$ cat config.mk
export PLATFORM = sky130hd
export DESIGN_NAME = fetch_stage
export DESIGN_NICKNAME = d
export VERILOG_FILES = /design/src/rtl/fetch_stage.sv
export SDC_FILE = /design/constraint.sdc
export NUM_CORES = 1
export LEC_CHECK = 0
export CAP_MARGIN = 20
export CORE_ASPECT_RATIO = 0.8
export CORE_MARGIN = 4
export CORE_UTILIZATION = 48
export DETAILED_ROUTE_END_ITERATION = 16
export PLACE_DENSITY = 0.8
export SYNTH_ARGS = -nofsm -noshare
export SYNTH_HDL_FRONTEND = slang
export SYNTH_SLANG_ARGS = --single-unit
export TNS_END_PERCENT = 1
$ cat constraint.sdc
create_clock -name clk -period 2.75 [get_ports clk]
set_input_delay 0.55 -clock clk [delete_from_list [all_inputs] [get_ports clk]]
set_output_delay 0.55 -clock clk [all_outputs]
set_load 0.05 [all_outputs]
$ cat src/rtl/fetch_stage.sv
// fetch_stage: PC owner issuing 1-cycle-latency imem reads into a 2-entry {instr, pc} queue for decode.
module fetch_stage #(
  parameter int WORD = 32,
  parameter logic [WORD-1:0] RESET_PC = '0,
  parameter int DEPTH = 2
) (
  input  logic            clk,
  input  logic            rst_n,
  output logic            imem_req,
  output logic [WORD-1:0] imem_addr,
  input  logic [WORD-1:0] imem_rdata,
  input  logic            redirect_valid,
  input  logic [WORD-1:0] redirect_pc,
  input  logic            halt,
  output logic            out_valid,
  input  logic            out_ready,
  output logic [WORD-1:0] out_instr,
  output logic [WORD-1:0] out_pc,
  output logic            halted
);
  localparam logic [2:0] DEPTH_W = 3'(DEPTH);
  logic [WORD-1:0] pc, inflight_pc, redir_pc;
  logic [WORD-1:0] q_instr [2];
  logic [WORD-1:0] q_pc [2];
  logic [1:0] count;
  logic [2:0] occ;
  logic inflight, rd, wr, pop, push, issue;
  always_comb begin
    redir_pc = {redirect_pc[WORD-1:2], 2'b00};
    out_valid = count != 2'd0;
    pop = out_valid & out_ready;
    push = inflight & !redirect_valid;
    occ = {1'b0, count} + {2'b0, inflight} - {2'b0, pop};
    issue = rst_n & !halt & (redirect_valid | (occ < DEPTH_W));
    imem_req = issue;
    imem_addr = redirect_valid ? redir_pc : pc;
    halted = rst_n & halt & (count == 2'd0) & !inflight;
    out_instr = q_instr[rd];
    out_pc = q_pc[rd];
  end
  // A redirect drops the queue and any arriving response, then restarts from the aligned target.
  always_ff @(posedge clk or negedge rst_n)
    if (!rst_n) begin
      pc <= RESET_PC;
      inflight <= 1'b0;
      inflight_pc <= '0;
      count <= 2'd0;
      rd <= 1'b0;
      wr <= 1'b0;
      q_instr <= '{default: '0};
      q_pc <= '{default: '0};
    end else if (redirect_valid) begin
      count <= 2'd0;
      rd <= 1'b0;
      wr <= 1'b0;
      inflight <= issue;
      inflight_pc <= redir_pc;
      pc <= issue ? redir_pc + WORD'(4) : redir_pc;
    end else begin
      if (push) begin
        q_instr[wr] <= imem_rdata;
        q_pc[wr] <= inflight_pc;
        wr <= ~wr;
      end
      if (pop) rd <= ~rd;
      count <= count + {1'b0, push} - {1'b0, pop};
      inflight <= issue;
      if (issue) begin
        inflight_pc <= pc;
        pc <= pc + WORD'(4);
      end
    end
endmodule

Word-level counts from Yosys, hierarchy flattened:

Cells that the tools add are included.

* register bits: 197
* logic and storage cells: 64

* order comparisons: 4
* reductions and logical operators: 10
* add/sub/neg operators: 6
* bitwise gates (word level): 13
* multiplexer cells: 21

Operator list (number)
* 32-bit 2-to-1 mux: 13
* 64-bit bitwise mux: 2
* 32-bit by 3-bit adder with 32-bit output (second input constant): 2
* 32-bit demux with 1-bit select: 1
* 2-bit nonzero test: 4
* 1-bit bitwise AND: 7
* 2-bit >= comparator (second input constant): 2
* 1-bit 2-to-1 mux: 4
* 1-bit inverter with 2-bit output: 2
* 2-bit by 1-bit adder with 3-bit output: 1
* 1-bit logical NOT: 3
* 3-bit by 2-bit < comparator with 1-bit output (second input constant): 1
* 1-bit inverter: 3
* 3-bit by 1-bit subtractor with 3-bit output: 1
* 2-bit by 1-bit adder with 2-bit output: 1
* 2-bit logical NOT: 1
* 2-bit by 1-bit < comparator with 1-bit output (second input constant): 1
* 2-bit 2-to-1 mux: 1
* 2-bit AND reduction: 1
* 2-bit by 1-bit subtractor with 2-bit output: 1
* 1-bit logical AND: 1
* 1-bit OR: 1

Logic depth before layout (Yosys ltp):

* depth in word-level cells: 8
* mapped depth: 10

Least setup slack after synthesis:

OpenSTA, ideal clock, no wires.

* kind: flip-flop to output port
* start: reg count[1]
* end: out imem_req
* stages on the path, launching flop included: 8
* data required time: 2.200 ns
* path buffers: 1
* setup slack: -0.338 ns
* data arrival time: 2.538 ns
* cell sequence: dfrtp_1 > or2_2 > nand2_1 > nor2_1 > fa_1 > nand3b_2 > o22ai_4 > buf_2

* word-level cells in the longest chain between the ends: 6
* elaborated cells between the ends (all ways): 7
* classes of those cells: add/sub: 2; order compare: 1; bitwise: 3; reduce/logical: 1

Ends and longest elaborated chain
* start, declared: line 25 `logic [1:0] count;`
* start signal, assigned: line 66 `count <= count + {1'b0, push} - {1'b0, pop};`
* 2-bit nonzero test: line 30 `out_valid = count != 2'd0;`
* named net out_valid: line 15 `output logic out_valid,`
* 1-bit bitwise AND: line 31 `pop = out_valid & out_ready;`
* 3-bit by 1-bit subtractor with 3-bit output: line 33 `occ = {1'b0, count} + {2'b0, inflight} - {2'b0, pop};`
* 3-bit by 2-bit < comparator with 1-bit output: line 34 `issue = rst_n & !halt & (redirect_valid | (occ < DEPTH_W));`
* 1-bit OR: line 34
* 1-bit bitwise AND: line 34
* end, declared: line 9 `output logic imem_req,`

The timed path passes the listed nets, and every way through them passes these cells.

Worst setup path after layout:

* start: reg count[1]
* end: out imem_req

* word-level cells in the longest chain between the ends: 6
* elaborated cells between the ends (all ways): 7
* classes of those cells: add/sub: 2; order compare: 1; bitwise: 3; reduce/logical: 1

Ends and longest elaborated chain (line)
* parallel branches: the longest is 2 deep, another holds 2-bit by 1-bit adder with 3-bit output
* 3-bit by 1-bit subtractor with 3-bit output (*): 33
* 3-bit by 2-bit < comparator with 1-bit output (*): 34
* 1-bit OR (*): 34
* 1-bit bitwise AND (*): 34

Every way passes the cells marked *.

==> run summary <==
post-layout util -> 63.9%
post-DR wirelength/cell -> 19.8 um
Seq cells post-synth -> 192
Leak -> 0.00549 uW
CTS Sinks -> 192
Total Routing Usage GR -> 21.6%
CTS tree -> done
initial antenna violation count -> 0
Synth Warn # -> 0
Synth Instances -> 763
distinct cell type count of the synthesized netlist -> 45
Seq/Total Area, Yosys -> 49.6%
hpwl dp -> 16,600 um
CP max stage cell -> fa_2
vias per std cell -> 5.54
Starting DRT DRC Count -> 501
CP Buf/Inv Count -> 1
die width -> 167 um
CP arrival -> 2.24 ns
CP Capture Type -> output pin
Initial Util -> 48.8%
first-pass GRT wire length -> 38,900 um
Final Max Tran Viols -> 0
class of the worst hold path -> reg -> reg
CP Max Fanout -> 2
Final min period -> 2.79 ns
EDFF count, synth -> 0
maximum VDD drop -> 0.890 mV
DRC Markers -> 0
synthesized area -> 9690 um2
worst hold slack -> 0.503 ns
CP Cell Sequence -> or2_4 > nand2_4 > nor2_4 > fa_2 > nand3b_4 > o22ai_4 > buf_12
final instance area -> 12,700 um2
slew margin rel. -> 39.3%
pre-CTS setup slack -> -0.371 ns
final setup fails -> 2
layout cells sized above 1 -> 43.6%
Crit Path Class -> reg -> out
Max clock buf depth -> 2
IO Port Bufs -> 163
Layout Skew -> 0.0120 ns
failing checks -> negative setup slack
Die Ht -> 135 um
fin nets -> 1,034
Antenna diodes -> 0
Routability Congestion -> 0.910
core area -> 19,900 um2
total CTS buffers -> 17
Startpoint Class -> flip-flop
vias in the first global route -> 7,227
Period Utilization, post-route -> 101%
H-tree depth reported by CTS -> 4
fin worst setup slack -> -0.0410 ns
RSZ-0062 raised after global routing -> yes
drt pass-1 iters -> 5
Layout area overhead -> 31.0%
row count -> 46
total gr overflow -> 0
average instance area after synthesis -> 12.7 um2
Async S/R FF share, synth -> 100%
MaxCap Viol Count -> 0
Post-Route WL -> 24,500 um
worst-skew pair later-pin latency -> 0.43 ns
placed inst area -> 11,900 um2
Root Buffer -> clkbuf_16
dominant synthesized flop cell -> dfrtp_1
IO Count -> 168
DIE AREA -> 22,500 um2
via count -> 6,863
Worst-path clk slew -> 0.07 ns
status -> complete, but fails checks
largest net degree at the start of global routing -> 72
Critical Path Max Stage Delay -> 0.56 ns
Max Freq -> 358 MHz
Critical Path RT -> 2.20 ns
Worst Tran Pin Value -> 0.911 ns
Worst path top cell family by delay -> adder cells
power per standard cell area -> 1130 nW/um2
final hold viol count -> 0
Routed Antenna Nets -> 0
-- flip-flops by register name, indices dropped and copies added, names as in the netlist --
register	count
inflight_pc	31
inflight	1
rd	1
q_pc	62
wr	1
count	2
pc	30
q_instr	64
-- power by group --
group	leakage (uW)	internal, uW	total [uW]	switching, uW
Combinational	0.00288	3120	7270	4160
Sequential	0.00232	3950	4580	627
Clock	0.000291	1370	2540	1170
-- cell type report --
| type | count | area [um2] |
|---|---|---|
| fill | 1572 | 7160 |
| sequential | 192 | 4810 |
| multi-input combinational | 520 | 4730 |
| timing repair buffer | 219 | 2190 |
| clock buffer | 17 | 425 |
| tap | 264 | 330 |
| clock inverter | 15 | 175 |
| inverter | 11 | 41.3 |
-- synthesized netlist by cell type (2+ instances only) --
cell / instances / share of area [%]
nand2b_1: 3 / 0.19
mux2_2: 242 / 28
buf_1: 2 / 0.077
mux2i_1: 25 / 2.6
and3_1: 9 / 0.58
nor4_1: 4 / 0.26
o21ai_0: 9 / 0.46
ha_1: 3 / 0.39
and4_1: 4 / 0.36
a21o_1: 5 / 0.39
xnor2_1: 16 / 1.4
buf_4: 3 / 0.23
nor3_1: 8 / 0.41
xor2_1: 40 / 3.6
nor3_2: 2 / 0.21
clkbuf_1: 15 / 0.58
nor2b_1: 9 / 0.58
nor2_1: 22 / 0.85
nand3_1: 17 / 0.88
nand4_1: 47 / 3.0
inv_1: 10 / 0.39
and2_1: 8 / 0.52
nand2_1: 28 / 1.1
buf_2: 20 / 1.0
dfrtp_1: 192 / 50
-- cells by family after synthesis --
family	share of synthesized area, %
compound gates	1.42
xor+xnor	5.23
fa+ha+maj	0.594
buf+inv	2.47
flops	49.6
mux	30.7
other cells	0.0387
simple gates	9.97
-- through the flow --
stage | power (uW) | setup TNS, ns | std cells
floorplan | 9440 | 0 | 764
global placement | 11600 | -15.13 | 1189
detailed placement | 11700 | -17.60 | 1189
CTS | 14500 | -0.0264 | 1238
global route | 15100 | -0.213 | 1238
finish | 14400 | -0.0774 | 1238
-- repair_timing --
item | 4_1_cts | 5_1_grt
hold buffers | 1 | 0
buffers inserted | 16 | 0
gates resized for setup | 5 | 8
gates cloned | 0 | 0
endpoints found under the hold margin | 20 | 0
endpoints found under the setup margin | 1 | 14
pin swaps | 7 | 1
-- placed cells by master, fill, tap and decap left out, drive strengths merged, types with 18 or more instances in the layout --
cell,n
clkbuf,18
xor2,41
clkdlybuf4s50,84
dfrtp,192
inv,18
nand4,47
mux2i,25
nand2,28
nor2,22
mux2,242
buf,128
-- path summary, 6_finish.rpt --
kind / to / cells after the start / from / slack [ns]
max: imem_req / 7 / count[1]$_DFF_PN0_ / -0.04
min reg2reg: q_instr[14]$_DFFE_PN0P_ / 1 / q_instr[14]$_DFFE_PN0P_ / 0.50
max in group asynchronous: q_instr[37]$_DFFE_PN0P_ / 3 / rst_n / 1.01
max reg2reg: count[1]$_DFF_PN0_ / 18 / count[0]$_DFF_PN0_ / -0.04
min in group asynchronous: pc[4]$_DFFE_PN0P_ / 2 / rst_n / 0.57
min: q_instr[14]$_DFFE_PN0P_ / 1 / q_instr[14]$_DFFE_PN0P_ / 0.50
-- worst reg2reg max path, cell delays in order, from the launching register on --
cell and delay [ns]:
dfrtp_1 0.38, or2_4 0.14, nand2_4 0.06, buf_4 0.13
buf_4 0.13, buf_4 0.12, buf_4 0.13, buf_4 0.13
buf_4 0.13, buf_4 0.12, buf_4 0.12, buf_4 0.12
buf_4 0.12, buf_4 0.15, xnor2_2 0.17, ha_2 0.21
xor2_2 0.15, xnor2_1 0.13, nor2_1 0.05
-- layer usage --
metal	wire (um)	vias to the layer above	track usage, %
li1	-	3140	-
met1	10700	3450	29.3
met2	11500	236	34.1
met3	1760	37	6.79
met4	432	0	5.54
met5	0	-	0
Note: power is estimated with default switching activity, not from simulation.
